**src/rtl/freq_counter_multi.sv**
```systemverilog
// rtl/freq_counter_multi.sv - multi-channel gated rising-edge frequency counter
//
// Counts rising edges on NUM_CH asynchronous inputs over a window of
// gate_cycles clk periods and publishes saturated per-channel results.
// Single-shot or continuous measurement; continuous mode has no dead time.
//
// Ports:
//   clk          system clock
//   resetn       synchronous reset, active low
//   in_signal    asynchronous inputs under measurement, one bit per channel
//   gate_cycles  window length in clk cycles (0 behaves as 1), sampled at window start
//   mode         0 = single-shot, 1 = continuous, sampled at window end
//   start        level, begins a measurement when seen in IDLE
//   stop         aborts a measurement; wins over start in IDLE
//   busy         high while a window is open
//   freq         channel i result in [(i+1)*CNT_W-1 : i*CNT_W]
//   overflow     per-channel saturation flag for the published window
//   freq_valid   one-cycle pulse when freq/overflow were updated

module freq_counter_multi #(
  parameter int NUM_CH      = 4,
  parameter int CNT_W       = 32,
  parameter int GATE_W      = 32,
  parameter int SYNC_STAGES = 2
) (
  input  logic                     clk,
  input  logic                     resetn,
  input  logic [NUM_CH-1:0]        in_signal,
  input  logic [GATE_W-1:0]        gate_cycles,
  input  logic                     mode,
  input  logic                     start,
  input  logic                     stop,
  output logic                     busy,
  output logic [NUM_CH*CNT_W-1:0]  freq,
  output logic [NUM_CH-1:0]        overflow,
  output logic                     freq_valid
);

  typedef enum logic {IDLE = 1'b0, GATE = 1'b1} state_t;

  localparam logic [CNT_W-1:0] CNT_MAX = '1;

  state_t              state;
  logic [GATE_W-1:0]   gate_cnt;
  logic [GATE_W-1:0]   gate_load;

  logic [SYNC_STAGES-1:0] sync_q [NUM_CH];
  logic [NUM_CH-1:0]      sync_out;
  logic [NUM_CH-1:0]      hist_q;
  logic [NUM_CH-1:0]      edge_det;

  logic [CNT_W-1:0]    cnt_q   [NUM_CH];
  logic [CNT_W-1:0]    cnt_nxt [NUM_CH];
  logic [NUM_CH-1:0]   ovf_q;
  logic [NUM_CH-1:0]   ovf_nxt;

  assign busy      = (state == GATE);
  assign gate_load = (gate_cycles == '0) ? GATE_W'(1) : gate_cycles;

  // Synchroniser chain plus history flop; history runs in every state so an
  // edge that happened before the window opens is never seen as a new one.
  always_ff @(posedge clk) begin
    if (!resetn) begin
      for (int ch = 0; ch < NUM_CH; ch++) begin
        sync_q[ch] <= '0;
      end
      hist_q <= '0;
    end else begin
      for (int ch = 0; ch < NUM_CH; ch++) begin
        sync_q[ch] <= {sync_q[ch][SYNC_STAGES-2:0], in_signal[ch]};
      end
      hist_q <= sync_out;
    end
  end

  // Saturating next count; overflow means an edge arrived while already full,
  // so a window with exactly CNT_MAX edges is not flagged.
  always_comb begin
    sync_out = '0;
    edge_det = '0;
    ovf_nxt  = '0;
    for (int ch = 0; ch < NUM_CH; ch++) begin
      sync_out[ch] = sync_q[ch][SYNC_STAGES-1];
      edge_det[ch] = sync_out[ch] & ~hist_q[ch];
      cnt_nxt[ch]  = (cnt_q[ch] == CNT_MAX) ? CNT_MAX
                   : cnt_q[ch] + {{(CNT_W-1){1'b0}}, edge_det[ch]};
      ovf_nxt[ch]  = ovf_q[ch] | ((cnt_q[ch] == CNT_MAX) & edge_det[ch]);
    end
  end

  always_ff @(posedge clk) begin
    if (!resetn) begin
      state      <= IDLE;
      gate_cnt   <= '0;
      for (int ch = 0; ch < NUM_CH; ch++) begin
        cnt_q[ch] <= '0;
      end
      ovf_q      <= '0;
      freq       <= '0;
      overflow   <= '0;
      freq_valid <= 1'b0;
    end else begin
      freq_valid <= 1'b0;
      case (state)
        IDLE: begin
          if (!stop && start) begin
            state    <= GATE;
            gate_cnt <= gate_load;
            for (int ch = 0; ch < NUM_CH; ch++) begin
              cnt_q[ch] <= '0;
            end
            ovf_q    <= '0;
          end
        end
        GATE: begin
          if (stop) begin
            state <= IDLE;
          end else if (gate_cnt == GATE_W'(1)) begin
            // Final cycle: this cycle's edge goes into the published result,
            // and the counters restart from zero for a back-to-back window.
            for (int ch = 0; ch < NUM_CH; ch++) begin
              freq[ch*CNT_W +: CNT_W] <= cnt_nxt[ch];
              cnt_q[ch]               <= '0;
            end
            overflow   <= ovf_nxt;
            ovf_q      <= '0;
            freq_valid <= 1'b1;
            if (mode) begin
              gate_cnt <= gate_load;
            end else begin
              state <= IDLE;
            end
          end else begin
            for (int ch = 0; ch < NUM_CH; ch++) begin
              cnt_q[ch] <= cnt_nxt[ch];
            end
            ovf_q    <= ovf_nxt;
            gate_cnt <= gate_cnt - GATE_W'(1);
          end
        end
        default: state <= IDLE;
      endcase
    end
  end

endmodule

```
**config.mk**
```make
export PLATFORM = sky130hd
export DESIGN_NAME = freq_counter_multi
export DESIGN_NICKNAME = d
export VERILOG_FILES = /design/src/rtl/freq_counter_multi.sv
export SDC_FILE = /design/constraint.sdc
export NUM_CORES = 1
export LEC_CHECK = 0
export ABC_AREA = 1
export BUFFER_PORTS_ARGS = -buffer_cell sky130_fd_sc_hd__buf_4
export CAP_MARGIN = 15
export CORE_MARGIN = 3
export CORE_UTILIZATION = 42
export CTS_CLUSTER_DIAMETER = 60
export CTS_CLUSTER_SIZE = 12
export DETAILED_ROUTE_END_ITERATION = 6
export GPL_TIMING_DRIVEN = 0
export HOLD_SLACK_MARGIN = 0.15
export SYNTH_ARGS = -nofsm -noshare
export SYNTH_HDL_FRONTEND = slang
export SYNTH_SLANG_ARGS = --single-unit
```
**constraint.sdc**
```tcl
create_clock -name clk -period 2.09 [get_ports clk]
set_input_delay 0.209 -clock clk [delete_from_list [all_inputs] [get_ports clk]]
set_output_delay 0.209 -clock clk [all_outputs]
set_load 0.005 [all_outputs]
```
==> run_results.csv <==
group,metric,value,unit
final_layout,fin_util,55.76,%
logic_synthesis,yosysWarnings,0,
power_and_ir_drop,pwr_density_cell,668.3,mW/mm^2
global_routing,grt_first_pass_wirelength,88840,um
worst_setup_path,r2r_cells,10,
worst_hold_path,hold_class,"in -> reg",
logic_synthesis,syn_inst,2333,
clock_tree,cts_made_buffers,36,
power_and_ir_drop,switchingPower,3.889,mW
power_and_ir_drop,p_int,10.61,mW
worst_setup_path,crit_chain,"inv_1 > nor2_4 > ha_4 > nand3_4 > inv_2 > nand4_1 > buf_4 > xnor2_1 > nor2_1 > nor2_1",
sta,hold_slack,0.3989,ns
sta,tightestPinTransition,0.8353,ns
worst_setup_path,cp_data_arrival_time,2.35,ns
die,ios,175,
global_routing,grt_pass1_vias,15910,
sta,maxSlewViolCount,0,
power_and_ir_drop,p_leak,9.354,nW
final_layout,drive_gt1_share,20.44,%
drt,first_pass_iters,5,
clock_tree,cts.sinks,310,
final_layout,area_delta_synth_final,30.37,%
drt,via_per_inst,5.278,
power_and_ir_drop,p_sw_share,26.81,%
drt,drc,0,
drt,routedWlPerCell,18.15,um
drt,vias,16800,
worst_setup_path,cp-startpoint,"sync_q[3][1]",
clock_tree,cts_tree,"done",
worst_setup_path,timing.rr.start,"sync_q[3][1]",
sta,slew_headroom,44.32,%
die,fp.dieArea,0.04206,mm^2
logic_synthesis,yosysSeqAreaShare,44.98,%
flow_run,maxCapViolations,0,
worst_hold_path,holdPathStages,9,
worst_setup_path,endpoint_kind,"flip-flop",
place,dp_cells,3027,
sta,fin_crit,2.047,ns
clock_tree,cts_max_path_buffers,3,
worst_setup_path,max_stage_delay,0.34,ns
global_routing,antenna_found_initial,1,
logic_synthesis,netlist_area,0.01664,mm^2
die,start_util,42.77,%
worst_hold_path,hp-start,"mode",
final_layout,final_common_cell,"nand2_1",
global_routing,grt_max_degree,33,
worst_setup_path,critical_path_class,"reg -> reg",
power_and_ir_drop,seq_power_share,46.7,%
place,dp_hpwl,42960,um
place,gp_congestion,0.9783,
place,postPlaceCellArea,0.01868,mm^2
sta,finalSetupTns,0,ns
sta,fin_skew,0.02445,ns
sta,grt_setup_unrepaired,"true",
sta,setup_violations,0,
clock_tree,clock_latency,0.55,ns
worst_setup_path,cp.required,2.39,ns
clock_tree,htree_num_levels,2,
logic_synthesis,ys_seq_elements,310,
clock_tree,path_clk_slew,0.06,ns
final_layout,final_cell_area,0.02170,mm^2
sta,hold_viol_final,0,
die,core_area,0.03892,mm^2
global_routing,overflow,0,
worst_setup_path,crit_slowest_cell,"dfxtp_1",
drt,routed_wl,57770,um
power_and_ir_drop,pwr-share-clk,42.7,%
sta,post-route-period-util,97.95,%
logic_synthesis,syn_nets,2384,
worst_setup_path,cp_max_fo,5,
power_and_ir_drop,combPwrFrac,10.6,%
drt,detail_route.iter0.violations,1431,
worst_setup_path,critPathLaunchType,"flip-flop",
final_layout,nets,2686,
clock_tree,clockRootBuffer,"clkbuf_16",
final_layout,layout_common_cells,"449 x nand2_1, 404 x nor2_1, 234 x buf_4, 219 x inv_1, 188 x nand3_1",
power_and_ir_drop,ir_drop,0.4000,mV
status,outcome,"finished, final reports clean",
place,port-buffer-count,173,
worst_setup_path,cpMostUsedCell,"nor2_1",
die,die_w,205.1,um
die,rows,72,
global_routing,grt_usage,26.95,%
logic_synthesis,syn_avg_cell_area,7.134,um^2
drt,ant_nets,0,
die,die-height,205.1,um
sta,clock.fmax,0.4885,GHz
final_layout,final_cells,3182,
logic_synthesis,synth_cell_types,34,
final_layout,fillers,3822,
cells by family after synthesis:
logic type                 Yosys count  share of synthesized area, %
AOI/OAI and AO/OA                  325                         10.26
buffers and inverters              332                         8.284
DFF                                310                         44.98
and+or+nand+nor                   1304                         32.99
xor gates and xnor gates            52                         2.736
adders and majority gates           10                        0.7517
power groups by stage:
stage	logic, mW	registers, mW	clock network (mW)
global route	1.71	6.80	6.56
floorplan	0.892	6.81	0
finish	1.53	6.77	6.20
detailed placement	1.33	6.87	0
global placement	1.28	6.88	0
CTS	1.42	6.75	6.33
state kept, by name, indices dropped and copies added, names as in the netlist:
signal and cells:
gate_cnt 32, freq_valid 1, sync_q 8, ovf_q 4, hist_q 4, cnt_q 128, busy 1, freq 128
overflow 4
Yosys cell counts, drive strengths merged:
master | count | area [um^2]
buf | 62 | 364.1
a21oi | 106 | 530.5
nor2 | 486 | 1862
clkinv | 2 | 8.750
inv | 238 | 893.4
o21bai | 7 | 52.55
xnor2 | 11 | 96.34
nor4 | 1 | 6.260
nand2 | 483 | 1818
nand3 | 200 | 1001
nor3b | 2 | 15.01
o21ai | 161 | 805.8
and3 | 2 | 12.51
xor2 | 41 | 359.1
and2 | 1 | 6.260
nand3b | 21 | 157.7
a31oi | 51 | 319.1
clkbuf | 30 | 112.6
ha | 10 | 125.1
nor3 | 67 | 355.3
nand4 | 37 | 231.5
edfxtp | 128 | 3844
or2 | 4 | 25.02
dfxtp | 182 | 3643
what timing repair did:
| action | CTS | global route |
|---|---|---|
| buffers inserted | 12 | 39 |
| resized for setup | 135 | 194 |
| hold buffers | 37 | 0 |
| pin swaps | 13 | 58 |
| gates cloned | 1 | 0 |
| setup endpoints to repair | 369 | 372 |
| endpoints found under the hold margin | 38 | 0 |
path summary, 6_finish.rpt:
check            endpoint  slack, ns
max           cnt_q[3][9]       0.04
min           gate_cnt[5]       0.40
max reg2reg   cnt_q[3][9]       0.04
min reg2reg  sync_q[0][1]       0.41
metrics by stage:
stage,worst slack (ns),total power [mW]
floorplan,0.01308,7.701
global placement,-1.326,8.155
detailed placement,-1.015,8.194
CTS,-0.06372,14.49
global route,-0.04987,15.07
finish,0.04294,14.50
area by class of cell:
cell class | count | area [um^2] | area share, %
multi-input combinational | 1691 | 8652 | 39.87
sequential | 310 | 7503 | 34.58
timing repair buffer | 265 | 2200 | 10.14
clock buffer | 52 | 1013 | 4.670
inverter | 240 | 917.1 | 4.226
tap | 518 | 648.1 | 2.987
buffer | 91 | 645.6 | 2.975
clock inverter | 13 | 115.1 | 0.5305
antenna | 2 | 5.005 | 0.02306
metal layers:
metal | part of all wire (%) | global-route usage, % | wire (um)
met2 | 45 | 42.89 | 26240
met3 | 7.0 | 4.179 | 4047
met5 | 0 | 0 | 0
met4 | 2.9 | 8.177 | 1663
met1 | 45 | 37.85 | 25810
worst max-delay path, delay by kind of cell (launching register included):
| family | cells | cell delay, ns |
|---|---|---|
| fa+ha+maj | 1 | 0.19 |
| xor+xnor | 1 | 0.11 |
| simple gates | 5 | 0.74 |
| flops | 1 | 0.34 |
| buf+inv | 3 | 0.42 |
Note: power is estimated with default switching activity, not from simulation.
